===== src/rtl/query_patch_loader.sv =====
// Collects PATCH_SIZE pixels into one packed word and writes it to patch memory, once per patch.
// Optional sticky overrun flag for pixels that arrive while idle: define QUERY_PATCH_LOADER_OVERRUN_EN.
module query_patch_loader #(
    parameter int DATA_WIDTH = 11,
    parameter int PATCH_SIZE = 5,
    parameter int ADDR_WIDTH = 9,
    parameter int DEPTH      = 512
) (
    input  logic                             clk,
    input  logic                             rst_n,
    input  logic                             start,
    input  logic [ADDR_WIDTH:0]              num_patches,
    input  logic                             in_valid,
    input  logic [DATA_WIDTH-1:0]            in_pixel,
    output logic                             in_ready,
    output logic                             csb0,
    output logic                             web0,
    output logic [ADDR_WIDTH-1:0]            addr0,
    output logic [DATA_WIDTH*PATCH_SIZE-1:0] wpatch0,
    output logic                             busy,
    output logic                             done
`ifdef QUERY_PATCH_LOADER_OVERRUN_EN
    ,
    output logic                             overrun
`endif
);

    localparam int CW = (PATCH_SIZE > 1) ? $clog2(PATCH_SIZE) : 1;
    localparam int NW = ADDR_WIDTH + 1;
    localparam int PW = DATA_WIDTH * PATCH_SIZE;

    localparam logic [1:0] IDLE  = 2'd0;
    localparam logic [1:0] FILL  = 2'd1;
    localparam logic [1:0] WRITE = 2'd2;
    localparam logic [1:0] DONE  = 2'd3;

    logic [1:0]            state_q, state_d;
    logic [NW-1:0]         npatch_q;
    logic [ADDR_WIDTH-1:0] addr_cnt_q;
    logic [CW-1:0]         pix_cnt_q;
    logic [PW-1:0]         patch_q, patch_d;
    logic [NW-1:0]         np_clamped;
    logic                  start_acc, accept, last_pix, last_patch;

    assign start_acc  = start && (state_q == IDLE || state_q == DONE);
    assign accept     = in_valid && (state_q == FILL);
    assign last_pix   = (pix_cnt_q == CW'(PATCH_SIZE - 1));
    assign last_patch = ({1'b0, addr_cnt_q} == (npatch_q - NW'(1)));
    assign np_clamped = (num_patches > NW'(DEPTH)) ? NW'(DEPTH) : num_patches;
    assign in_ready   = (state_q == FILL);

    // Patch with the current pixel dropped into its slot; also the source for wpatch0.
    always_comb begin
        patch_d = patch_q;
        for (int i = 0; i < PATCH_SIZE; i++) begin
            if (accept && pix_cnt_q == CW'(i)) begin
                patch_d[i*DATA_WIDTH +: DATA_WIDTH] = in_pixel;
            end
        end
    end

    always_comb begin
        state_d = state_q;
        case (state_q)
            IDLE, DONE: begin
                if (start) state_d = (num_patches == '0) ? DONE : FILL;
            end
            FILL: begin
                if (accept && last_pix) state_d = WRITE;
            end
            WRITE: begin
                state_d = last_patch ? DONE : FILL;
            end
            default: state_d = IDLE;
        endcase
    end

    always_ff @(posedge clk or negedge rst_n) begin
        if (!rst_n) begin
            state_q    <= IDLE;
            npatch_q   <= '0;
            addr_cnt_q <= '0;
            pix_cnt_q  <= '0;
            patch_q    <= '0;
            csb0       <= 1'b1;
            web0       <= 1'b1;
            addr0      <= '0;
            wpatch0    <= '0;
            busy       <= 1'b0;
            done       <= 1'b0;
        end else begin
            state_q <= state_d;
            if (start_acc) begin
                npatch_q   <= np_clamped;
                addr_cnt_q <= '0;
                pix_cnt_q  <= '0;
                patch_q    <= '0;
            end else begin
                if (accept) begin
                    patch_q   <= patch_d;
                    pix_cnt_q <= last_pix ? '0 : pix_cnt_q + 1'b1;
                end
                if (state_q == WRITE && !last_patch) begin
                    addr_cnt_q <= addr_cnt_q + 1'b1;
                end
            end
            // Memory strobes are registered, so they are set up on the edge entering WRITE.
            csb0 <= (state_d != WRITE);
            web0 <= (state_d != WRITE);
            if (state_d == WRITE) begin
                addr0   <= addr_cnt_q;
                wpatch0 <= patch_d;
            end
            busy <= (state_d == FILL) || (state_d == WRITE);
            // done trails the DONE state by one cycle; an accepted start drops it at once.
            done <= (state_q == DONE) && !start_acc;
        end
    end

`ifdef QUERY_PATCH_LOADER_OVERRUN_EN
    always_ff @(posedge clk or negedge rst_n) begin
        if (!rst_n) begin
            overrun <= 1'b0;
        end else if (start_acc) begin
            overrun <= 1'b0;
        end else if (in_valid && (state_q == IDLE || state_q == DONE)) begin
            overrun <= 1'b1;
        end
    end
`endif

endmodule


===== config.mk =====
export PLATFORM = sky130hd
export DESIGN_NAME = query_patch_loader
export DESIGN_NICKNAME = d
export VERILOG_FILES = /design/src/rtl/query_patch_loader.sv
export SDC_FILE = /design/constraint.sdc
export NUM_CORES = 1
export LEC_CHECK = 0
export CORE_AREA = 2 2 136 138
export DETAILED_ROUTE_END_ITERATION = 8
export DIE_AREA = 0 0 138 140
export SYNTH_ARGS = -nofsm -noshare
export SYNTH_HDL_FRONTEND = slang
export SYNTH_SLANG_ARGS = --single-unit

===== constraint.sdc =====
create_clock -name clk -period 2.81 [get_ports clk]
set_input_delay 0.281 -clock clk [delete_from_list [all_inputs] [get_ports clk]]
set_output_delay 0.281 -clock clk [all_outputs]
set_load 0.05 [all_outputs]

After elaboration in Yosys (flattened, before gate mapping)

Index checks and enable logic that the tools add are counted.

Reduce and logical (&&, ||, !) cells: 19
Multipliers: 0
Div/mod/pow operators: 0
Shifts and indexed selects: 0
Order comparisons: 1
Bitwise operators: 0
Multiplexer cells: 18
Equal/unequal tests: 11
$add $sub $neg: 3

Operators by type and width:

| operator                | count |
|---|---|
| $mux W55                | 2 |
| $mux W11                | 5 |
| $mux W9                 | 2 |
| $eq A9 B10 Y1           | 1 |
| $gt A10 B10 Y1 const B  | 1 |
| $logic_not A10 Y1       | 1 |
| $mux W10                | 1 |
| $sub A10 B1 Y10 const B | 1 |
| $add A9 B1 Y9 const B   | 1 |
| $logic_and A1 B1 Y1     | 9 |
| $mux W3                 | 3 |
| $mux W2                 | 4 |
| $eq A2 B2 Y1 const B    | 3 |
| $eq A3 B2 Y1 const B    | 2 |
| $pmux W2 S3             | 1 |
| $eq A2 B1 Y1 const B    | 2 |
| $reduce_bool A2 Y1      | 2 |
| $add A3 B1 Y3 const B   | 1 |
| $eq A3 B1 Y1 const B    | 1 |
| $eq A3 B3 Y1 const B    | 1 |
| $logic_not A3 Y1        | 1 |
| $logic_not A1 Y1        | 2 |
| $logic_not A2 Y1        | 1 |
| $logic_or A1 B1 Y1      | 2 |
| 2 further kinds         | 2 |

Bits in registers: 146
Input port bits: 25
Output and inout port bits: 69
Memories kept: 0
RAM bits: 0
Bits in latches: 0
Word-level logic and storage cells: 62
ROM bits: 0

Logic depth before layout (Yosys ltp)

Depth in word-level cells: 7
Mapped depth: 15
Depth with buffers taken out: 12

Least setup slack after synthesis

Ideal clock, no wire load.

Path type: flip-flop to flip-flop
Start: register npatch_q[0]
End: register wpatch0[40]
Slack: -174 ps
Setup time: 77 ps
Cell stages (with the launch flop): 15
Buffers on the path: 3
Arrival time: 2,906 ps
Cell sequence: dfrtp_1 -> inv_1 -> ha_1 -> xnor2_1 -> or3_1 -> a211oi_1 -> and3_4 -> buf_6 -> a21oi_1 -> a21oi_1 -> ha_1 -> clkbuf_1 -> buf_1 -> nor2_1 -> a21oi_1

Cells in the longest elaborated chain, start to end: 5

RTL lines:

| item                   | RTL line | source |
|---|---|---|
| start, declared        | 38       | `logic [NW-1:0] npatch_q;` |
| start signal, assigned | 94       | `npatch_q <= np_clamped;` |
| $sub A10 B1 Y10        | 48       | `assign last_patch = ({1'b0, addr_cnt_q} == (npatch_q - NW'(1)));` |
| $eq A9 B10 Y1          | 48       |  |
| $mux W2                | 72       | `state_d = last_patch ? DONE : FILL;` |
| $pmux W2 S3            | 64       | `case (state_q)` |
| $eq A2 B2 Y1           | 110      | `if (state_d == WRITE) begin` |
| end signal, assigned   | 112      | `wpatch0 <= patch_d;` |
| end, declared          | 19       | `output logic [DATA_WIDTH*PATCH_SIZE-1:0] wpatch0,` |

Every way passes these cells.
A chain may end at the register's enable or synchronous reset.

Worst setup path in the final report

Start: register npatch_q[0]
End: register addr0[6]

Cells in the longest elaborated chain, start to end: 5

RTL lines:

| item                 | RTL line | source |
|---|---|---|
| $sub A10 B1 Y10      | 48       |  |
| $eq A9 B10 Y1        | 48       |  |
| $mux W2              | 72       |  |
| $pmux W2 S3          | 64       |  |
| $eq A2 B2 Y1         | 110      |  |
| end signal, assigned | 111      | `addr0 <= addr_cnt_q;` |
| end, declared        | 18       | `output logic [ADDR_WIDTH-1:0] addr0,` |

Every way passes these cells.

==> summary.md <==
| Metric | Value |
|---|---|
| Outcome | complete, no violations |
| Total power | between 0.01 and 0.015 W |
| Post-DRT Antenna Nets | 0 |
| Synth Area per Inst | roughly 11 um^2 |
| Max Cap Viol | 0 |
| Final non-filler cell area | 8260 um^2 |
| Fin crit period | around 2.6 ns |
| Die boundary height | roughly 140 um |
| Skew-Pair Late Insertion Delay | roughly 0.42 ns |
| Number of global-route vias before repair | around 4700 |
| Commonest non-fill, non-tap cell in the layout | dfrtp_1 |
| Worst IR Drop VDD | between 0.8 and 0.9 mV |
| DRT Wirelength | 15700 um |
| Sequential Power Share | 0.281 |
| Area after DPL | about 7500 um^2 |
| Core area | between 15000 and 20000 um^2 |
| Gpl congestion | roughly 0.8 |
| Synth unique cells | just over 40 |
| Clock network power share | 0.203 |
| Clk sink count | ~150 |
| Setup repair after global routing missed its margin | false |
| GR Overflow Total | 0 |
| Synth warnings | 0 |
| Crit path buffers/inverters | 2 |
| CP required | 3.11 ns |
| Switching share of total power | 0.434 |
| Htree depth | 4 |
| GR Util All Layers | 0.163 |
| Worst Setup Path Type | reg -> reg |
| Yosys top cell area share | 0.589 |
| CTS buffer count | 17 |
| Critical path, cell by cell | inv_1 > ha_4 > xnor2_1 > or3_1 > a211oi_2 > and3_4 > a21oi_2 > a21oi_2 > ha_4 > buf_6 > mux2_2 |
| Via Count | 4595 |
| Layout net count | about 700 |
| TritonRoute pass-1 iters | 4 |
| Fraction of the cycle the final worst path needs | 0.939 |
| Final Util | 0.465 |
| Final Max Slew Viols | 0 |
| Setup-failing EPs final | 0 |
| Most frequent cells in the layout | dfrtp_1 (145), nor2_1 (123), clkdlybuf4s50_1 (92) |
| Area leader, netlist | dfrtp_1 |
| Crit path DAT | about 2.9 ns |
| Slew Limit Headroom | 0.522 |
| FMAX | between 0.3 and 0.4 GHz |
| DRC errors left | 0 |
| Largest net degree at the start of global routing | between 60 and 70 |
| Worst hold margin | between 0.4 and 0.5 ns |
| CP max FO | 5 |
| First-pass GRT wire length | roughly 25000 um |
| Largest delay share family, worst path | simple AND/OR/NAND/NOR gates |
| Seq/Total Area, Yosys | 0.593 |
| Netlist Area Pre-Place | slightly above 6000 um^2 |
| Post-synth EDFFs | 0 |
| NetSw | 0.00523 W |
| Initial antenna violation count | 0 |
| Comb power frac | 0.516 |
| Power Density | roughly 1500 nW/um^2 |
| Die area | just under 20000 um^2 |
| Final worst clock skew | roughly 0.014 ns |
| Port bufs | 93 |
| Root buf cell | clkbuf_16 |
| Worst Hold Class | in -> async |
| WL/cell | about 17 um |
| Rows | 49 |
| Crit end category | flip-flop |
| Clk slew on worst S/H paths | 0.06 ns |
| Syn nets | 614 |
| Layout area overhead | 34.1% |
| Initial DRC count | approximately 260 |
| DR vias/cell | 4.98 |
| Top post-synthesis cells by area | dfrtp_1 (59%), mux2i_1 (8.9%), nor2_1 (7.5%) |
| Critical path startpoint category | flip-flop |
| N_diodes | 0 |
| Seq cells post-synth | 146 |
| Peak per-stage delay on the critical path | 0.37 ns |
| I/O pins | between 90 and 100 |
| Top FF cell, synth | dfrtp_1 |
| CTS Buffer Depth | 2 |
| Post-DP HPWL | 10300 um |
| Initial Utilization | 0.347 |
| TritonCTS clock tree | done |
| Die W | ~140 um |
| Cells after Synth | between 500 and 600 |
| Pint | 0.00682 W |
| Fin. Hold Viols | 0 |
| Slowest stage cell on the critical path | dfrtp_1 |
| Asr flop ratio synth | 1.00 |
| Slew @ Worst Pin | slightly above 0.7 ns |
| Leakage | slightly above 4 nW |
| Fraction of layout cells with a size suffix above 1 | 0.120 |
## worst register-to-register path: cells and delay by family (launching register included)
family          cells  cell delay [ns]
xor+xnor            1             0.11
compound gates      3             0.47
fa+ha+maj           2             0.43
mux                 1             0.33
buf+inv             2             0.25
simple gates        2             0.55
flops               1             0.37
## power groups by stage
stage	registers [W]	logic (W)	clock network (W)
final	0.00338	0.00622	0.00245
after global routing	0.00347	0.00670	0.00256
after CTS	0.00338	0.00590	0.00248
after detailed placement	0.00339	0.00580	0
after global placement	0.00339	0.00567	0
after floorplan	0.00485	0.00241	0
## synth_stat cells, drive strengths merged, types with 2 or more instances
cell type	instances
inv	11
nor3	4
nand4	3
nor4	2
xor2	3
nand3b	8
mux2i	55
a21oi	71
dfrtp	145
or3	8
mux2	9
nand3	7
nand2	35
buf	9
ha	11
and2	3
a31oi	4
a211oi	4
clkbuf	25
o31ai	3
nor3b	2
nor2	123
o21ai	11
xnor2	8
and3	4
## cell families (layout without fill, tap and decap cells)
family	after synthesis	after routing	synth area share
AO/OA/AOI/OAI	98	98	0.0861
XOR/XNOR	11	11	0.0156
adder cells (fa/ha/maj)	11	11	0.0223
buffers and inverters	45	161	0.0305
flip-flops	146	146	0.593
multiplexers	64	64	0.106
AND/OR/NAND/NOR	203	203	0.147
## stage by stage
step	std cells	setup slack, ns	TNS, ns
2_1_floorplan	578	0.0186	0
3_3_place_gp	887	0.0438	0
3_5_place_dp	887	-0.0936	-1.56
4_1_cts	920	0.0145	0
5_1_grt	923	0.00949	0
6_report	923	0.173	0
## sequential cells by signal (all words and copies together) (netlist names)
register	count
done	1
addr0	9
npatch_q	10
addr_cnt_q	9
busy	1
web0	1
patch_q	55
pix_cnt_q	3
wpatch0	55
state_q	2
## area by class of cell
type / count / area (um^2)
Clock buffer: 19 / 443
Clock inverter: 9 / 183
Fill cell: 1647 / 9520
Inverter: 11 / 41.3
Multi-Input combinational cell: 387 / 2370
Sequential cell: 146 / 3650
Tap cell: 229 / 287
Timing Repair Buffer: 122 / 1280
## repair_timing
item | CTS | global route
buffers inserted | 4 | 0
endpoints found under the setup margin | 52 | 65
hold buffers | 1 | 0
pin swaps | 1 | 3
resized for setup | 2 | 9
hold endpoints to repair | 59 | 0
gates cloned | 0 | 3
## final timing paths
check	slack, ns	cells past startpoint	to	startpoint
worst max-delay path	0.17	11	addr0[6]	npatch_q[0]
worst min-delay path	0.42	2	patch_q[51]	rst_n
worst max register to register	0.17	11	addr0[6]	npatch_q[0]
worst min register to register	0.51	1	addr0[1]	addr0[1]
max in group asynchronous	1.64	3	patch_q[24]	rst_n
min in group clk	0.48	3	npatch_q[3]	num_patches[3]
## routing by layer
metal	part of all wire	track usage	wire length (um)
met5	0	0	0
met3	0.043	0.0369	667
met4	0.013	0.0521	197
met1	0.47	0.216	7400
met2	0.47	0.266	7390
No activity file was read; power rests on OpenSTA's default activity.
